`src/rtl/spi_word_rx.sv`:
```
// spi_word_rx: SPI mode-0 slave receiver that oversamples SCK/CS_N/MOSI in
// the i_CLK domain, packs MSB-first words and buffers them in a show-ahead FIFO.
//
// Ports:
//   i_CLK, i_RST_N    system clock, asynchronous active-low reset
//   i_SCK, i_CS_N     SPI clock (CPOL=0, CPHA=0) and chip select, asynchronous
//   i_MOSI            SPI data in
//   o_MISO            status readback (SPI_RX_MISO_EN), otherwise constant 0
//   i_WEIGHT_ACK      downstream ready; pops the head word while o_SPI_VALID
//   o_SPI_VALID       FIFO not empty
//   o_SPI_DATA        head-of-FIFO word (0 while empty)
//   i_CLR_FLAGS       one-cycle clear of the sticky flags
//   o_OVERFLOW        sticky: completed word dropped, FIFO full
//   o_FRAME_ERR       sticky: CS_N rose with a partial word
//   o_FIFO_LEVEL      words currently buffered
//
// Optional feature macro: SPI_RX_MISO_EN
//   defined   -> shift out {level, 6'b0, frame_err, overflow, 16'hA55A} on MISO
//   undefined -> o_MISO tied low, no status shifter

module spi_word_rx #(
    parameter int BUS_WIDTH       = 32,
    parameter int FIFO_ADDR_WIDTH = 2,
    parameter int SYNC_STAGES     = 2
) (
    input  logic                       i_CLK,
    input  logic                       i_RST_N,
    input  logic                       i_SCK,
    input  logic                       i_CS_N,
    input  logic                       i_MOSI,
    output logic                       o_MISO,
    input  logic                       i_WEIGHT_ACK,
    output logic                       o_SPI_VALID,
    output logic [BUS_WIDTH-1:0]       o_SPI_DATA,
    input  logic                       i_CLR_FLAGS,
    output logic                       o_OVERFLOW,
    output logic                       o_FRAME_ERR,
    output logic [FIFO_ADDR_WIDTH:0]   o_FIFO_LEVEL
);

    localparam int DEPTH = 2 ** FIFO_ADDR_WIDTH;
    localparam int CW    = $clog2(BUS_WIDTH + 1);
    // Fewer than two flops would not be a synchroniser.
    localparam int SS    = (SYNC_STAGES < 2) ? 2 : SYNC_STAGES;

    typedef enum logic {
        ST_IDLE,
        ST_RECV
    } state_e;

    // ------------------------------------------------------------------
    // Pin synchronisers and SCK edge detection
    // ------------------------------------------------------------------
    logic [SS-1:0] sck_sync_q;
    logic [SS-1:0] cs_sync_q;
    logic [SS-1:0] mosi_sync_q;
    logic          sck_prev_q;

    logic sck_s;
    logic cs_s;
    logic mosi_s;
    logic sck_rise;

    always_ff @(posedge i_CLK or negedge i_RST_N) begin
        if (!i_RST_N) begin
            sck_sync_q  <= '0;
            cs_sync_q   <= '1;
            mosi_sync_q <= '0;
            sck_prev_q  <= 1'b0;
        end else begin
            sck_sync_q  <= {sck_sync_q[SS-2:0], i_SCK};
            cs_sync_q   <= {cs_sync_q[SS-2:0], i_CS_N};
            mosi_sync_q <= {mosi_sync_q[SS-2:0], i_MOSI};
            sck_prev_q  <= sck_s;
        end
    end

    assign sck_s    = sck_sync_q[SS-1];
    assign cs_s     = cs_sync_q[SS-1];
    assign mosi_s   = mosi_sync_q[SS-1];
    assign sck_rise = sck_s & ~sck_prev_q;

    // ------------------------------------------------------------------
    // Receive FSM: bit counter, shift register, push request
    // ------------------------------------------------------------------
    state_e                 state_q, state_d;
    logic [CW-1:0]          cnt_q, cnt_d;
    logic [BUS_WIDTH-1:0]   shift_q, shift_d;
    logic                   push_q, push_d;
    logic                   ferr_set;

    always_ff @(posedge i_CLK or negedge i_RST_N) begin
        if (!i_RST_N) begin
            state_q <= ST_IDLE;
            cnt_q   <= '0;
            shift_q <= '0;
            push_q  <= 1'b0;
        end else begin
            state_q <= state_d;
            cnt_q   <= cnt_d;
            shift_q <= shift_d;
            push_q  <= push_d;
        end
    end

    always_comb begin
        state_d  = state_q;
        cnt_d    = cnt_q;
        shift_d  = shift_q;
        push_d   = 1'b0;
        ferr_set = 1'b0;
        unique case (state_q)
            ST_IDLE: begin
                cnt_d = '0;
                if (!cs_s) begin
                    state_d = ST_RECV;
                end
            end
            ST_RECV: begin
                if (cs_s) begin
                    // Partial word is simply abandoned; the next word
                    // refills all BUS_WIDTH bits of the shifter.
                    state_d  = ST_IDLE;
                    cnt_d    = '0;
                    ferr_set = (cnt_q != '0);
                end else if (sck_rise) begin
                    shift_d = {shift_q[BUS_WIDTH-2:0], mosi_s};
                    if (cnt_q == CW'(BUS_WIDTH - 1)) begin
                        // shift_q holds the finished word during the
                        // following cycle, which is when the FIFO writes.
                        cnt_d  = '0;
                        push_d = 1'b1;
                    end else begin
                        cnt_d = cnt_q + 1'b1;
                    end
                end
            end
        endcase
    end

    // ------------------------------------------------------------------
    // Show-ahead FIFO
    // ------------------------------------------------------------------
    logic [BUS_WIDTH-1:0]     mem_q [DEPTH];
    logic [FIFO_ADDR_WIDTH:0] wr_ptr_q, wr_ptr_d;
    logic [FIFO_ADDR_WIDTH:0] rd_ptr_q, rd_ptr_d;
    logic [FIFO_ADDR_WIDTH:0] level;
    logic                     empty;
    logic                     full;
    logic                     pop;
    logic                     wr_en;
    logic                     ovf_set;

    // Extra pointer MSB distinguishes full from empty.
    assign level   = wr_ptr_q - rd_ptr_q;
    assign empty   = (level == '0);
    assign full    = (level == (FIFO_ADDR_WIDTH+1)'(DEPTH));
    assign pop     = ~empty & i_WEIGHT_ACK;
    // A pop in the same cycle frees the slot the push needs.
    assign wr_en   = push_q & (~full | pop);
    assign ovf_set = push_q & full & ~pop;

    always_comb begin
        wr_ptr_d = wr_ptr_q;
        rd_ptr_d = rd_ptr_q;
        if (wr_en) begin
            wr_ptr_d = wr_ptr_q + 1'b1;
        end
        if (pop) begin
            rd_ptr_d = rd_ptr_q + 1'b1;
        end
    end

    always_ff @(posedge i_CLK or negedge i_RST_N) begin
        if (!i_RST_N) begin
            wr_ptr_q <= '0;
            rd_ptr_q <= '0;
        end else begin
            wr_ptr_q <= wr_ptr_d;
            rd_ptr_q <= rd_ptr_d;
        end
    end

    // Storage needs no reset: the output is gated while empty.
    always_ff @(posedge i_CLK) begin
        if (wr_en) begin
            mem_q[wr_ptr_q[FIFO_ADDR_WIDTH-1:0]] <= shift_q;
        end
    end

    assign o_SPI_VALID  = ~empty;
    assign o_SPI_DATA   = empty ? '0 : mem_q[rd_ptr_q[FIFO_ADDR_WIDTH-1:0]];
    assign o_FIFO_LEVEL = level;

    // ------------------------------------------------------------------
    // Sticky flags: a set event beats a simultaneous clear
    // ------------------------------------------------------------------
    logic ovf_q, ovf_d;
    logic ferr_q, ferr_d;

    always_comb begin
        ovf_d  = ovf_set  | (ovf_q  & ~i_CLR_FLAGS);
        ferr_d = ferr_set | (ferr_q & ~i_CLR_FLAGS);
    end

    always_ff @(posedge i_CLK or negedge i_RST_N) begin
        if (!i_RST_N) begin
            ovf_q  <= 1'b0;
            ferr_q <= 1'b0;
        end else begin
            ovf_q  <= ovf_d;
            ferr_q <= ferr_d;
        end
    end

    assign o_OVERFLOW  = ovf_q;
    assign o_FRAME_ERR = ferr_q;

    // ------------------------------------------------------------------
    // MISO status shifter
    // ------------------------------------------------------------------
`ifdef SPI_RX_MISO_EN
    logic [BUS_WIDTH-1:0] miso_q, miso_d;
    logic [CW-1:0]        mcnt_q, mcnt_d;
    logic [31:0]          status_w;
    logic                 sck_fall;
    logic                 enter_recv;

    assign sck_fall   = ~sck_s & sck_prev_q;
    assign enter_recv = (state_q == ST_IDLE) & ~cs_s;
    assign status_w   = {8'(level), 6'b0, ferr_q, ovf_q, 16'hA55A};

    always_comb begin
        miso_d = miso_q;
        mcnt_d = mcnt_q;
        if (enter_recv) begin
            miso_d = BUS_WIDTH'(status_w);
            mcnt_d = '0;
        end else if ((state_q == ST_RECV) && sck_fall) begin
            // Fresh snapshot after each full word so the master can
            // poll status repeatedly inside one frame.
            if (mcnt_q == CW'(BUS_WIDTH - 1)) begin
                miso_d = BUS_WIDTH'(status_w);
                mcnt_d = '0;
            end else begin
                miso_d = {miso_q[BUS_WIDTH-2:0], 1'b0};
                mcnt_d = mcnt_q + 1'b1;
            end
        end
    end

    always_ff @(posedge i_CLK or negedge i_RST_N) begin
        if (!i_RST_N) begin
            miso_q <= '0;
            mcnt_q <= '0;
        end else begin
            miso_q <= miso_d;
            mcnt_q <= mcnt_d;
        end
    end

    assign o_MISO = (state_q == ST_RECV) & miso_q[BUS_WIDTH-1];
`else
    assign o_MISO = 1'b0;
`endif

endmodule

```
`config.mk`:
```
export PLATFORM = sky130hd
export DESIGN_NAME = spi_word_rx
export DESIGN_NICKNAME = d
export VERILOG_FILES = /design/src/rtl/spi_word_rx.sv
export SDC_FILE = /design/constraint.sdc
export NUM_CORES = 1
export LEC_CHECK = 0
export CORE_MARGIN = 4
export CORE_UTILIZATION = 55
export DETAILED_ROUTE_END_ITERATION = 8
export GPL_TIMING_DRIVEN = 0
export PLACE_DENSITY = 0.75
export SYNTH_ARGS = -nofsm -noshare
export SYNTH_HDL_FRONTEND = slang
export SYNTH_SLANG_ARGS = --single-unit
```
`constraint.sdc`:
```
create_clock -name i_CLK -period 3.8 [get_ports i_CLK]
set_input_delay 0.57 -clock i_CLK [delete_from_list [all_inputs] [get_ports i_CLK]]
set_output_delay 0.57 -clock i_CLK [all_outputs]
set_load 0.02 [all_outputs]
```
## Word-level counts from Yosys, hierarchy flattened

Memory sizes are Yosys's and may differ from the RTL's.
Index checks and enable logic that the tools add are counted.

- RAM bits: 128
- Output and inout port bits: 39
- Memories kept: 1
- Logic and storage cells: 54
- Input port bits: 7
- Register bits: 55

Memory list:

| name | words | bits a word | read ports | clocked after Yosys merged registers in | write ports | RTL line | RTL |
|---|---|---|---|---|---|---|---|
| mem_q | 4 | 32 | 1 | 0 | 1 | 144 | `logic [BUS_WIDTH-1:0] mem_q [DEPTH];` |

- $add $sub $neg: 4
- Bitwise gates (word level): 17
- Muxes and demuxes: 14
- Equality and inequality tests: 3
- Reductions and logical operators: 3

Operators with widths:

| operator | number |
|---|---|
| $mux 32 | 1 |
| $mux 6 | 3 |
| $pmux 6 s2 | 1 |
| $mux 1 | 9 |
| $and 1x1->1 | 7 |
| $not 1->1 | 7 |
| $add 3x1->3 const B | 2 |
| $add 6x1->6 const B | 1 |
| $eq 6x5->1 const B | 1 |
| $reduce_bool 6->1 | 1 |
| $eq 3x3->1 const B | 1 |
| $logic_not 3->1 | 1 |
| $ne 3x3->1 const B | 1 |
| $or 1x1->1 | 3 |
| $reduce_and 3->1 | 1 |
| $sub 3x3->3 | 1 |

## Logic depth before layout (Yosys ltp)

Gate-level depths: netlist of the first run.

- Word-level depth: 8
- Mapped depth: 7
- Gate-level depth less buffers: 6

## Worst setup path after synthesis of the first run

Ideal clock, no wire load.

- Path kind: reg2reg
- Start point: reg wr_ptr_q[0]
- End point: mem mem_q[3][0] (enable)
- Slack: 0.296 ns
- Path buffers: 0
- Cell stages (with the launch flop): 6
- Arrival time: 3.072 ns
- Period minus slack after synthesis: 3.504 ns
- Setup time: 0.432 ns
- Data required time: 3.368 ns
- Path through: dfrtp_1 > inv_1 > ha_1 > fa_1 > xor3_2 > a21oi_1

- Cells in the longest elaborated chain, start to end: 8
- Elaborated cells on any way between the ends: 10
- Classes of those cells: add/sub (1); eq/ne (1); mux (2); bitwise (5); reduce/logical (1)

Ends and longest elaborated chain:

| item | RTL line | RTL |
|---|---|---|
| from (decl) | 145 | `logic [FIFO_ADDR_WIDTH:0] wr_ptr_q, wr_ptr_d;` |
| from (signal assigned) | 179 | `wr_ptr_q <= wr_ptr_d;` |
| $sub 3x3->3 (*) | 155 | `assign level = wr_ptr_q - rd_ptr_q;` |
| named net o_FIFO_LEVEL[2] | 38 | `output logic [FIFO_ADDR_WIDTH:0] o_FIFO_LEVEL` |
| $logic_not 3->1 | 156 | `assign empty = (level == '0);` |
| $not 1->1 | 158 | `assign pop = ~empty & i_WEIGHT_ACK;` |
| $and 1x1->1 | 158 |  |
| $or 1x1->1 (*) | 160 | `assign wr_en = push_q & (~full \| pop);` |
| $and 1x1->1 (*) | 160 |  |
| $mux 1 (*) | 186 | `if (wr_en) begin` |
| $mux 1 (implied by the code) (*) | 187 | `mem_q[wr_ptr_q[FIFO_ADDR_WIDTH-1:0]] <= shift_q;` |
| to (decl) | 144 |  |

Mark *: on every way through the listed nets, which the timed path passes. The rest lies on a longest branch.

## Worst setup path after layout of the first run

- Start point: reg wr_ptr_q[0]
- End point: out o_SPI_DATA[29]

- Cells in the longest elaborated chain, start to end: 3

Ends and longest elaborated chain:

| item | RTL line | RTL |
|---|---|---|
| $sub 3x3->3 | 155 |  |
| $logic_not 3->1 | 156 |  |
| $mux 32 | 192 | `assign o_SPI_DATA = empty ? '0 : mem_q[rd_ptr_q[FIFO_ADDR_WIDTH-1:0]];` |
| to (decl) | 34 | `output logic [BUS_WIDTH-1:0] o_SPI_DATA,` |

No other way between the ends.

==> results of run 1 <==
## cell type report
| cell class | count | area, um2 |
|---|---|---|
| sequential | 183 | 5220 |
| fill | 851 | 4200 |
| buffer | 16 | 85.1 |
| timing repair buffer | 48 | 490 |
| multi-input combinational | 164 | 1830 |
| clock inverter | 13 | 145 |
| tap | 172 | 215 |
| inverter | 9 | 33.8 |
| clock buffer | 19 | 443 |
## report_power, final
group          switching (mW)  total, mW  internal, mW
Clock                   0.707       1.70         0.994
Sequential             0.0509       2.24          2.18
Combinational           0.947       1.93         0.981
## metrics by stage
| stage | TNS, ns | std cells | total power, mW | util, % | hold WS (ns) |
|---|---|---|---|---|---|
| final | 0 | 624 | 5.86 | 66.8 | 0.150 |
| after global routing | 0 | 624 | 6.15 | 66.8 | 0.183 |
| after CTS | 0 | 622 | 5.90 | 66.7 | 0.155 |
| after detailed placement | 0 | 590 | 4.19 | 62.0 | 0.340 |
| after global placement | -31.72 | 588 | 4.16 | 61.6 | 0.336 |
| after floorplan | 0 | 372 | 3.44 | - | 0.274 |
## repair_timing
item / 4_1_cts / 5_1_grt
setup endpoints to repair: 0 / 30
setup buffers: 0 / 2
resized for setup: 0 / 1
## per-layer routing
metal / global-route usage [%] / wire, um
met1: 21.8 / 4870
met5: 0 / 0
met3: 3.34 / 433
met2: 29.3 / 6280
met4: 6.65 / 92
## placed cells by master, fill, tap and decap left out, types with 4 or more instances in the layout
master,count
mux4_2,32
clkdlybuf4s50_1,43
clkinvlp_4,4
nor2b_1,33
edfxtp_1,128
inv_1,9
ha_1,8
buf_4,6
dfrtp_1,53
clkbuf_16,17
mux2_2,31
clkbuf_1,4
nand2_1,10
xnor2_1,4
buf_2,9
## registers in the layout, indices dropped and copies added, names as in the netlist
signal       count
cnt_q            6
cs_sync_q        2
mem_q          128
mosi_sync_q      2
o_FRAME_ERR      1
o_OVERFLOW       1
push_q           1
rd_ptr_q         3
sck_prev_q       1
sck_sync_q       2
shift_q         32
state_q          1
wr_ptr_q         3
## worst max-delay path, delay by kind of cell, from the launching register on
kind                     cells  cell delay (ns)
buffers and inverters        3             0.96
adder cells (fa/ha/maj)      2             0.66
flip-flops                   1             0.39
XOR/XNOR                     1             0.30
AND/OR/NAND/NOR              2             0.29
## kinds of logic after synthesis
| kind of cell | count (synthesis) | synth area share (%) |
|---|---|---|
| flops | 183 | 73.0 |
| mux | 68 | 15.7 |
| simple gates | 67 | 5.51 |
| buf+inv | 25 | 1.66 |
| compound gates | 13 | 1.43 |
| fa+ha+maj | 9 | 1.68 |
| xor+xnor | 6 | 0.962 |
| other cells | 1 | 0.0524 |
## worst max path at each step
stage	start	endpoint	cells after the start
floorplan	wr_ptr_q[0]$_DFFE_PN0P_	mem_q[3][0]$_DFFE_PP_	5
global placement	wr_ptr_q[0]$_DFFE_PN0P_	mem_q[3][19]$_DFFE_PP_	5
detailed placement	wr_ptr_q[0]$_DFFE_PN0P_	o_SPI_DATA[15]	8
CTS	wr_ptr_q[0]$_DFFE_PN0P_	o_SPI_DATA[29]	8
global route	wr_ptr_q[0]$_DFFE_PN0P_	o_SPI_DATA[29]	8
finish	wr_ptr_q[0]$_DFFE_PN0P_	o_SPI_DATA[29]	8
==> qor.tcl, run 1 <==
set qor(kind_of_capture_point_of_the_worst_setup_path) {primary output}
set qor(worstSetupStartpointType) {flop}
set qor(worstPathCellList) {inv_1 -> ha_1 -> fa_1 -> xor3_2 -> nor2_4 -> buf_4 -> nor2b_1 -> clkdlybuf4s50_1}
set qor(top_cells_by_instance_count_after_synthesis) {edfxtp_1 (128), dfrtp_1 (53), nor2b_1 (33), mux4_2 (32), mux2_2 (31)}
set qor(synth_largest_type_area_fraction_pct) 53.7
set qor(total_of_endpoints_with_negative_setup_slack_in_the_final_report) 0
set qor(worst-r2r-setup-slack_ns) 0.78
set qor(critical-path-slowest-cell) {clkdlybuf4s50_1}
set qor(drt-pass1-iter-count) 4
set qor(synth-main-ff-cell) {edfxtp_1}
set qor(type_of_the_worst_setup_path) {reg2out}
set qor(endpoint_required_time_on_the_critical_path_ns) 3.23
set qor(place_congestion) 0.785
set qor(port-buffer-count) 44
set qor(vias_per_cell) 5.42
set qor(worst-slew-pin-transition_ns) 0.918
set qor(hp-class) {in2async}
set qor(max-clock-path-buffers) 2
set qor(initial_core_util_pct) 56.5
set qor(synth.yosys.seq_area_share_pct) 73.0
set qor(clock-root-buffer) {clkbuf_16}
set qor(place.detailed.hpwl_um) 7020
set qor(postLayoutCellArea_mm2) 0.00847
set qor(synth.yosys.warnings) 0
set qor(mappedNetlistNets) 388
set qor(detailed_place.area_mm2) 0.00786
set qor(htree_num_levels) 4
set qor(power.density_mw_per_mm2) 693
set qor(top_level_ports) 46
set qor(clk_pin_slew_ns) 0.06
set qor(detail_route.drc_violations) 0
set qor(clock_sinks) 183
set qor(report.final.slew_viol_count) 0
set qor(power.ir.vdd_worst_uv) 352
set qor(yosys.area.top_type) {edfxtp_1}
set qor(max_freq_mhz) 281
set qor(via_count) 3382
set qor(groute.usage.overall_pct) 17.1
set qor(setup_slack_of_the_critical_path_after_layout_ns) 0.235
set qor(std_cell_rows) 41
set qor(leakage_nw) 3.15
set qor(first_global_vias) 3558
set qor(relSlewSlack_pct) 38.8
set qor(synth_cell_types) 40
set qor(cap_violations) 0
set qor(die_w_um) 122
set qor(syn_area_per_cell_um2) 19.2
set qor(floorplan.core_area_mm2) 0.0127
set qor(area.growth.synth_to_final_pct) 18.4
set qor(aggregate_global_routing_overflow) 0
set qor(asyncSetResetFlopFracSynth_pct) 30.1
set qor(rsz0062_at_grt) {false}
set qor(syn-instance-count) 372
set qor(netlist_top_cells_area) {edfxtp_1 (54%), dfrtp_1 (19%), mux4_2 (10%)}
set qor(dp_slack_ns) 0.484
set qor(critical_path_peak_fanout) 10
set qor(status) {finished clean}
set qor(ys_ff_latch) 183
set qor(cts_tree) {built}
set qor(synthMostInstantiatedCell) {edfxtp_1}
set qor(diodes) 0
set qor(post_synth_edffs) 128
set qor(vert_die_dim_um) 122
set qor(finalHoldViolCount) 0
set qor(wl_per_cell_um) 18.7
set qor(finalNetCount) 455
set qor(ratio_of_cells_with_drive_above_1_in_the_final_layout_pct) 26.8
set qor(r2r-end) {mem_q[2][1]$_DFFE_PP_}
set qor(number_of_antenna_violations_at_the_first_check_in_global_routing) 0
set qor(cp_slowest_stage_delay_ns) 0.65
set qor(tritoncts.num_buffers) 17
set qor(drtAntennaViolNets) 0
set qor(worst-r2r-cell-count) 7
set qor(grt_pass1_wl_um) 18800
set qor(ctsHoldBuffers) 0
set qor(design.die.area_mm2) 0.0149
set qor(routed_wl_um) 11700
set qor(timing.critical_path.arrival_ns) 2.99
set qor(dr.first_iter.drc_count) 182
set qor(regToRegStartpoint) {wr_ptr_q[0]$_DFFE_PN0P_}
set qor(synthesis.area_mm2) 0.00715
set qor(fin_skew_ns) 0.0149
set qor(clock_latency_reported_for_the_late_side_of_the_worst_skew_pair_ns) 0.42
set qor(final.period_utilization_pct) 93.8
set qor(grt_start_max_net_pins) 35
set qor(finalCriticalPeriod_ns) 3.56
No activity file was read; power rests on OpenSTA's default activity.
==> run 2: changes to the inputs <==
--- a/config.mk
+++ b/config.mk
@@ -6,7 +6,7 @@
 export NUM_CORES = 1
 export LEC_CHECK = 0
 export CORE_MARGIN = 4
-export CORE_UTILIZATION = 55
+export CORE_UTILIZATION = 53
 export DETAILED_ROUTE_END_ITERATION = 8
 export GPL_TIMING_DRIVEN = 0
 export PLACE_DENSITY = 0.75
==> constraint.sdc (replaced) <==
create_clock -name i_CLK -period 3 [get_ports i_CLK]
set_input_delay 0.45 -clock i_CLK [delete_from_list [all_inputs] [get_ports i_CLK]]
set_output_delay 0.45 -clock i_CLK [all_outputs]
set_load 0.02 [all_outputs]
==> run 2 against run 1 <==
  * Cell area increased by 0.65%
  * Core utilization down 2.5 points
  * Critical path type unchanged
  * Largest power group unchanged
  * Critical endpoint unchanged
  * Register-to-register slack worse by 0.48 ns
==> qor.tcl, run 2 (synthesis gave the netlist of run 1 again) <==
set qor(status) {finished clean}
set qor(finalCoreUtilization_pct) 64.4
set qor(critical-path-slowest-cell) {dfrtp_1}
set qor(worst_setup_path_startpoint) {rd_ptr_q[0]$_DFFE_PN0P_}
set qor(die_w_um) 124
set qor(kind_of_capture_point_of_the_worst_setup_path) {primary output}
set qor(critical_path_peak_fanout) 5
set qor(number_of_antenna_violations_at_the_first_check_in_global_routing) 0
set qor(cts_tree) {built}
set qor(vert_die_dim_um) 124
set qor(place_congestion) 0.758
set qor(design_power_total_mw) 7.45
set qor(dr.first_iter.drc_count) 208
set qor(cap_violations) 0
set qor(dp_slack_ns) -0.174
set qor(diodes) 0
set qor(top_level_ports) 46
set qor(multi_input_comb_area_mm2) 0.00186
set qor(final.period_utilization_pct) 99.1
set qor(first_global_vias) 3706
set qor(worstPathCellList) {ha_4 -> fa_2 -> xor3_2 -> nor2_4 -> buf_4 -> buf_6 -> buf_6 -> nor2b_1 -> buf_4}
set qor(seqCellArea_mm2) 0.00522
set qor(aggregate_global_routing_overflow) 0
set qor(finalCriticalPeriod_ns) 2.97
set qor(max_freq_mhz) 337
set qor(clock_latency_reported_for_the_late_side_of_the_worst_skew_pair_ns) 0.42
set qor(place.detailed.hpwl_um) 7220
set qor(vias_per_cell) 5.46
set qor(postLayoutCellArea_mm2) 0.00852
set qor(clock_sinks) 183
set qor(setup_slack_of_the_critical_path_after_layout_ns) 0.0283
set qor(report.final.slew_viol_count) 0
set qor(htree_num_levels) 4
set qor(drt-pass1-iter-count) 4
set qor(initial_core_util_pct) 54.0
set qor(finalNetCount) 468
set qor(worst-slew-pin-transition_ns) 0.620
set qor(port-buffer-count) 44
set qor(grt_pass1_wl_um) 19700
set qor(largest_register_ffs) 128
set qor(type_of_the_worst_setup_path) {reg2out}
set qor(finalHoldViolCount) 0
set qor(detailed_place.area_mm2) 0.00787
set qor(worstSetupStartpointType) {flop}
set qor(final_cell_mix) {edfxtp_1 (128), dfrtp_1 (53), mux4_2 (32), nor2b_1 (32), mux2_2 (31)}
set qor(leakage_nw) 3.27
set qor(floorplan.core_area_mm2) 0.0132
set qor(worst-r2r-cell-count) 7
set qor(endpoint_required_time_on_the_critical_path_ns) 2.55
set qor(area.growth.synth_to_final_pct) 19.1
set qor(groute.usage.overall_pct) 17.6
set qor(wl_per_cell_um) 19.3
set qor(timing.critical_path.arrival_ns) 2.52
set qor(max-clock-path-buffers) 2
set qor(most_common_library_cell_in_the_layout_ignoring_fill_and_taps) {edfxtp_1}
set qor(std_cell_rows) 42
set qor(relSlewSlack_pct) 58.7
set qor(tritoncts.num_buffers) 17
set qor(regToRegStartpoint) {rd_ptr_q[0]$_DFFE_PN0P_}
set qor(fin_skew_ns) 0.00437
set qor(routed_wl_um) 12400
set qor(power.density_mw_per_mm2) 874
set qor(clock-root-buffer) {clkbuf_16}
set qor(detail_route.drc_violations) 0
set qor(grt_start_max_net_pins) 37
set qor(hp-class) {in2async}
set qor(hold_ws_ns) 0.00221
set qor(total_of_endpoints_with_negative_setup_slack_in_the_final_report) 0
set qor(design.die.area_mm2) 0.0154
set qor(via_count) 3503
set qor(rsz0062_at_grt) {true}
set qor(ratio_of_cells_with_drive_above_1_in_the_final_layout_pct) 33.3
set qor(drtAntennaViolNets) 0
set qor(clk_pin_slew_ns) 0.06
set qor(fillCellCount) 936
set qor(power.ir.vdd_worst_uv) 432
set qor(cp_slowest_stage_delay_ns) 0.42
## run 2: changes by cell type in the layout (fill, tap and decap cells not counted), sizes merged, moves of 3 or more
cell,delta
inv,-3
dlygate4sd2,+12
clkinvlp,-4
buf,+31
clkdlybuf4s50,-34
clkbuf,+6
## run 2: per-stage QoR
step | instances | TNS (ns)
4_1_cts | 635 | -0.00433
3_5_place_dp | 594 | -4.26
6_report | 641 | 0
2_1_floorplan | 372 | 0
3_3_place_gp | 592 | -87.20
5_1_grt | 641 | -1.05
## run 2: final cells by class
cell class	instances	share of cell area, %
Timing Repair Buffer	61	5.77
Tap cell	176	2.58
Sequential cell	183	61.3
Buffer	16	1.19
Clock buffer	22	5.21
Multi-Input combinational cell	164	21.8
Clock inverter	10	1.79
Inverter	9	0.396
## run 2: routing by layer
metal	up-vias	part of all wire (%)	GRT usage, %
li1	1589	-	-
met1	1810	41	22.4
met2	84	53	29.4
met3	20	4.5	4.45
met4	0	2.0	6.78
met5	-	0	0
## run 2: what timing repair did
item                                    CTS  global route
hold buffers                              0             0
endpoints found under the setup margin   34           125
cloned                                    2             1
pin swaps                                 1             2
resized for setup                        89            28
buffers inserted                          7             5
## run 2: worst paths after layout
| kind | slack (ns) | endpoint |
|---|---|---|
| worst min-delay path | 0.002 | shift_q[25]$_DFFE_PN0P_ |
| max in group asynchronous | 2.36 | cs_sync_q[0]$_DFF_PN1_ |
| min in group i_CLK | 0.35 | cs_sync_q[1]$_DFF_PN1_ |
| worst min register to register | 0.35 | cs_sync_q[1]$_DFF_PN1_ |
| worst max-delay path | 0.03 | o_SPI_DATA[29] |
| worst max register to register | 0.30 | mem_q[2][16]$_DFFE_PP_ |
## run 2: where the power goes
part / internal, mW / switching [mW]
logic: 1.11 / 1.25
registers: 2.77 / 0.0673
clock network: 1.39 / 0.871
total: 5.27 / 2.18
## run 2: critical path, delay by kind of cell, from the launching register on
kind          cells  cell delay, ns
xor+xnor          1            0.28
fa+ha+maj         2            0.59
buf+inv           4            0.53
flops             1            0.42
simple gates      2            0.27
